**src/rtl/native2axil.sv**
```systemverilog
// Native strobe request -> AXI4-Lite master bridge, one transaction in flight.
// Define NATIVE2AXIL_TIMEOUT_EN to build the hung-slave watchdog (TIMEOUT_CYCLES).
module native2axil #(
  parameter int DATA_WIDTH     = 32,
  parameter int ADDR_WIDTH     = 32,
  parameter int TIMEOUT_CYCLES = 256
) (
  input  logic                    AXI_ACLK,
  input  logic                    AXI_ARESETN,

  output logic                    REQ_READY,
  input  logic                    WEN,
  input  logic [ADDR_WIDTH-1:0]   WADDR,
  input  logic [DATA_WIDTH-1:0]   WDATA,
  input  logic [DATA_WIDTH/8-1:0] WSTRB,
  output logic                    WACK,
  output logic [1:0]              WRESP,
  input  logic                    REN,
  input  logic [ADDR_WIDTH-1:0]   RADDR,
  output logic                    RVALID,
  output logic [DATA_WIDTH-1:0]   RDATA,
  output logic [1:0]              RRESP,

  output logic [ADDR_WIDTH-1:0]   AXI_AWADDR,
  output logic [2:0]              AXI_AWPROT,
  output logic                    AXI_AWVALID,
  input  logic                    AXI_AWREADY,
  output logic [DATA_WIDTH-1:0]   AXI_WDATA,
  output logic [DATA_WIDTH/8-1:0] AXI_WSTRB,
  output logic                    AXI_WVALID,
  input  logic                    AXI_WREADY,
  input  logic [1:0]              AXI_BRESP,
  input  logic                    AXI_BVALID,
  output logic                    AXI_BREADY,
  output logic [ADDR_WIDTH-1:0]   AXI_ARADDR,
  output logic [2:0]              AXI_ARPROT,
  output logic                    AXI_ARVALID,
  input  logic                    AXI_ARREADY,
  input  logic [DATA_WIDTH-1:0]   AXI_RDATA,
  input  logic [1:0]              AXI_RRESP,
  input  logic                    AXI_RVALID,
  output logic                    AXI_RREADY
);

  localparam int STRB_WIDTH = DATA_WIDTH / 8;

  typedef enum logic [2:0] {
    IDLE,
    WR_REQ,
    WR_RESP,
    RD_ADDR,
    RD_DATA
  } state_t;

  state_t state, state_next;

  logic                  aw_done, w_done;
  logic [ADDR_WIDTH-1:0] addr_q;
  logic [DATA_WIDTH-1:0] wdata_q;
  logic [STRB_WIDTH-1:0] wstrb_q;
  logic                  wack_q, rvalid_q;
  logic [1:0]            wresp_q, rresp_q;
  logic [DATA_WIDTH-1:0] rdata_q;

  logic aw_hs, w_hs, b_hs, ar_hs, r_hs;
  logic timeout;

  // Bus controls decode straight from registered state so a reset drops them at once.
  assign REQ_READY   = (state == IDLE);
  assign AXI_AWVALID = (state == WR_REQ) && !aw_done;
  assign AXI_WVALID  = (state == WR_REQ) && !w_done;
  assign AXI_BREADY  = (state == WR_RESP);
  assign AXI_ARVALID = (state == RD_ADDR);
  assign AXI_RREADY  = (state == RD_DATA);

  assign AXI_AWADDR = addr_q;
  assign AXI_ARADDR = addr_q;
  assign AXI_WDATA  = wdata_q;
  assign AXI_WSTRB  = wstrb_q;
  assign AXI_AWPROT = 3'b000;
  assign AXI_ARPROT = 3'b000;

  assign WACK   = wack_q;
  assign WRESP  = wresp_q;
  assign RVALID = rvalid_q;
  assign RDATA  = rdata_q;
  assign RRESP  = rresp_q;

  assign aw_hs = AXI_AWVALID && AXI_AWREADY;
  assign w_hs  = AXI_WVALID  && AXI_WREADY;
  assign b_hs  = AXI_BVALID  && AXI_BREADY;
  assign ar_hs = AXI_ARVALID && AXI_ARREADY;
  assign r_hs  = AXI_RVALID  && AXI_RREADY;

`ifdef NATIVE2AXIL_TIMEOUT_EN
  localparam int CNT_W = $clog2(TIMEOUT_CYCLES + 1);
  logic [CNT_W-1:0] tmo_cnt;

  // Firing on the last counted cycle leaves the VALID up for exactly TIMEOUT_CYCLES cycles.
  assign timeout = (state != IDLE) && (tmo_cnt == CNT_W'(TIMEOUT_CYCLES - 1));

  always_ff @(posedge AXI_ACLK or negedge AXI_ARESETN) begin
    if (!AXI_ARESETN) begin
      tmo_cnt <= '0;
    end else if (state == IDLE) begin
      tmo_cnt <= '0;
    end else begin
      tmo_cnt <= tmo_cnt + CNT_W'(1);
    end
  end
`else
  assign timeout = 1'b0;
`endif

  always_ff @(posedge AXI_ACLK or negedge AXI_ARESETN) begin
    if (!AXI_ARESETN) begin
      state <= IDLE;
    end else begin
      state <= state_next;
    end
  end

  always_comb begin
    state_next = state;
    case (state)
      IDLE: begin
        if (WEN) begin
          state_next = WR_REQ;
        end else if (REN) begin
          state_next = RD_ADDR;
        end
      end
      WR_REQ: begin
        if ((aw_done || aw_hs) && (w_done || w_hs)) begin
          state_next = WR_RESP;
        end
      end
      WR_RESP: begin
        if (b_hs) begin
          state_next = IDLE;
        end
      end
      RD_ADDR: begin
        if (ar_hs) begin
          state_next = RD_DATA;
        end
      end
      RD_DATA: begin
        if (r_hs) begin
          state_next = IDLE;
        end
      end
      default: state_next = IDLE;
    endcase
    if (timeout) begin
      state_next = IDLE;
    end
  end

  always_ff @(posedge AXI_ACLK or negedge AXI_ARESETN) begin
    if (!AXI_ARESETN) begin
      aw_done  <= 1'b0;
      w_done   <= 1'b0;
      addr_q   <= '0;
      wdata_q  <= '0;
      wstrb_q  <= '0;
      wack_q   <= 1'b0;
      wresp_q  <= '0;
      rvalid_q <= 1'b0;
      rdata_q  <= '0;
      rresp_q  <= '0;
    end else begin
      wack_q   <= 1'b0;
      rvalid_q <= 1'b0;
      case (state)
        IDLE: begin
          if (WEN) begin
            addr_q  <= WADDR;
            wdata_q <= WDATA;
            wstrb_q <= WSTRB;
            aw_done <= 1'b0;
            w_done  <= 1'b0;
          end else if (REN) begin
            addr_q <= RADDR;
          end
        end
        WR_REQ: begin
          if (aw_hs) aw_done <= 1'b1;
          if (w_hs)  w_done  <= 1'b1;
        end
        WR_RESP: begin
          if (b_hs) begin
            wack_q  <= 1'b1;
            wresp_q <= AXI_BRESP;
          end
        end
        RD_DATA: begin
          if (r_hs) begin
            rvalid_q <= 1'b1;
            rdata_q  <= AXI_RDATA;
            rresp_q  <= AXI_RRESP;
          end
        end
        default: ;
      endcase
      // Watchdog completion overrides any same-cycle bus response.
      if (timeout) begin
        if (state == WR_REQ || state == WR_RESP) begin
          wack_q  <= 1'b1;
          wresp_q <= 2'b11;
        end else begin
          rvalid_q <= 1'b1;
          rresp_q  <= 2'b11;
          rdata_q  <= '0;
        end
      end
    end
  end

endmodule

```
**config.mk**
```make
export PLATFORM = sky130hd
export DESIGN_NAME = native2axil
export DESIGN_NICKNAME = d
export VERILOG_FILES = /design/src/rtl/native2axil.sv
export SDC_FILE = /design/constraint.sdc
export NUM_CORES = 1
export LEC_CHECK = 0
export CAP_MARGIN = 5
export CELL_PAD_IN_SITES_DETAIL_PLACEMENT = 1
export CELL_PAD_IN_SITES_GLOBAL_PLACEMENT = 1
export CORE_MARGIN = 1.5
export CORE_UTILIZATION = 30
export DETAILED_ROUTE_END_ITERATION = 16
export PLACE_DENSITY = 0.87
export SYNTH_ARGS = -nofsm -noshare
export SYNTH_HDL_FRONTEND = slang
export SYNTH_SLANG_ARGS = --single-unit
export TNS_END_PERCENT = 5
```
**constraint.sdc**
```tcl
create_clock -name AXI_ACLK -period 2.1 [get_ports AXI_ACLK]
set_input_delay 0.315 -clock AXI_ACLK [delete_from_list [all_inputs] [get_ports AXI_ACLK]]
set_output_delay 0.315 -clock AXI_ACLK [all_outputs]
set_load 0.1 [all_outputs]
```
==> summary.md <==
| Metric | Value |
|---|---|
| Final worst path period need | `2045 ps` |
| First drt pass iteration count | `4` |
| # DRC | `0` |
| Sequential area share after synthesis | `53.25%` |
| Final Hold Vio Count | `0` |
| # H-tree levels | `3` |
| Crit path launch type | `flip-flop` |
| WL final | `14.75 mm` |
| Clock Latency Late Sink | `340 ps` |
| Status | `finished clean` |
| Worst Path Class, Setup | `flip-flop to output pin` |
| GPL Wtd Cong | `0.7438` |
| Final Setup Violations | `0` |
| Num rows | `48` |
| Yosys warning count | `0` |
| Synthesis-to-finish area growth | `55.58%` |
| Total GRT Usage | `15.82%` |
| Post-DP HPWL | `11.29 mm` |
| Cells on worst reg2reg path | `7` |
| Setup TNS | `0 ps` |
| Number of port buffers | `288` |
| ANT nets after route | `0` |
| Share of post-route cells with drive strength above 1 | `48.49%` |
| Slack of the worst reg-to-reg path | `240 ps` |
| Global-route wire length before repair | `22.20 mm` |
| Tcrit/Tclk final | `97.39%` |
| Vias per inst | `4.408` |
| Avg Inst Size Synth | `15.57 um^2` |
| Slew headroom | `61.87%` |
| CP Data Arrival Time | `1730 ps` |
| Min-delay worst type | `input port to async pin` |
| Avg WL per Cell | `17.92 um` |
| Number of diodes | `0` |
| Post-Syn Instances | `335` |
| CTS tree | `done` |
| Die H | `134.9 um` |
| Register clock-pin slew on the reported worst setup and hold paths | `90 ps` |
| Number of clock sinks | `111` |
| WP data required | `1780 ps` |
| Root Buffer | `clkbuf_16` |
| Max-cap violations | `0` |
| Initial Utilization | `30.48%` |
| Core Region | `17120 um^2` |
| R2r endpoint | `RRESP[1]` |
| Max-slew violations | `0` |
| DRT iter0 DRCs | `140` |
| Hold WS | `302.4 ps` |
| Clock tree buffer depth | `2` |
| Final core utilization | `47.41%` |
| Measured slew at the worst slew-check pin | `571.9 ps` |
| Non-filler cells, final | `823` |
| Yosys cell types | `30` |
| RR Startpoint | `state[0]` |
| Die width | `134.9 um` |
| Placed cells | `803` |
| Largest net degree at the start of global routing | `109` |
| Die ar. | `18190 um^2` |
| Number of global-route vias before repair | `3999` |
| Grt ovf | `0` |
| Synth Cell Area | `5216 um^2` |
| Inserted Clock Buffers | `9` |
| Fmax | `0.4890 GHz` |
| Crit end category | `output pin` |
| I/O pins | `295` |
| Clk_skew | `9.617 ps` |
| DR vias | `3628` |
| Initial antenna violation count | `0` |
| #FFs+latches synth | `111` |
| CP Max Fanout | `7` |
| Fin nets | `738` |
-- through the flow --
stage	worst slack [ps]	area [um^2]
after global placement	172.1	7739
after floorplan	-501.4	5241
after detailed placement	108.4	7739
after CTS	-8.899	8080
after global routing	-5.424	8115
final	54.88	8115
-- Yosys cell counts, drive strengths merged --
cell type	n	area share (%)
mux2	136	34
dfrtp	111	53
buf	53	9.1
nor2	6	0.58
nand2	5	0.41
clkbuf	3	0.22
a22o	2	0.34
inv	2	0.14
nand2b	2	0.24
a21oi	1	0.096
a221oi	1	0.17
and2	1	0.17
and3	1	0.12
and3b	1	0.17
conb	1	0.072
nand3	1	0.096
nor3	1	0.19
o2111ai	1	0.17
o21a	1	0.14
o21ai	1	0.096
o221ai	1	0.17
o22ai	1	0.12
or2b	1	0.14
or3b	1	0.17
-- critical path, stage by stage, from the launching register on --
cell and delay (ps):
dfrtp_2 470, or3b_2 560, nor2_4 150, buf_12 190
-- area by class of cell --
type | instances | area [um^2]
fillers | 1748 | 9001
flip-flops and latches | 111 | 2781
repair buffers | 298 | 2735
multi-input cells | 171 | 1984
well taps | 225 | 281.5
clock buffers | 9 | 225.2
clock inverters | 7 | 100.1
inverters | 2 | 7.507
-- state kept, by name, indices dropped and copies added, names as in the netlist, 2 cells and up --
signal      flops
WRESP           2
RRESP           2
AXI_WDATA      32
state           3
RDATA          32
AXI_WSTRB       4
AXI_ARADDR     32
-- placed cells by master, fill, tap and decap left out, drive strengths merged, types with 2 or more instances in the layout --
master / netlist / layout
conb: 1 / 6
a22o: 2 / 2
dfrtp: 111 / 111
inv: 2 / 5
nand2: 5 / 5
nand2b: 2 / 2
mux2: 136 / 136
buf: 53 / 154
clkinv: 0 / 3
clkdlybuf4s50: 0 / 143
nor2: 6 / 6
clkbuf: 3 / 9
-- how the worst max path moves through the flow --
stage             start              to  slack, ps  cells past startpoint
6_report       state[2]     AXI_AWVALID         50                      3
5_1_grt        state[2]      AXI_WVALID         -5                      3
4_1_cts        state[2]      AXI_WVALID         -9                      3
3_5_place_dp        WEN  AXI_ARADDR[11]        110                      4
3_3_place_gp        WEN   AXI_ARADDR[7]        170                      4
2_1_floorplan  state[2]         aw_done       -500                      3
-- routing by layer --
layer	track usage (%)	up-vias	share of wire [%]
met3	3.191	19	6.4
met5	0	-	0
met1	16.81	1815	35
met2	30.57	160	56
met4	5.914	0	2.0
li1	-	1634	-
-- kinds of logic (layout without fill, tap and decap cells) --
group,after synthesis,after routing,synth area share [%]
muxes,136,136,33.61
and+or+nand+nor,20,20,2.279
DFF,111,111,53.25
AOI/OAI and AO/OA,9,9,1.295
other,1,6,0.07189
buffers and inverters,58,316,9.499
-- timing repair --
action / 4_1_cts / 5_1_grt
setup endpoints to repair: 2 / 2
resized for setup: 3 / 4
buffers inserted: 0 / 3
gates cloned: 0 / 0
pin swaps: 0 / 0
hold buffers: 1 / 0
hold endpoints to repair: 3 / 0
Power is not shown: default switching activity piles up to over one toggle a cycle in this logic, so the estimate is an artifact.
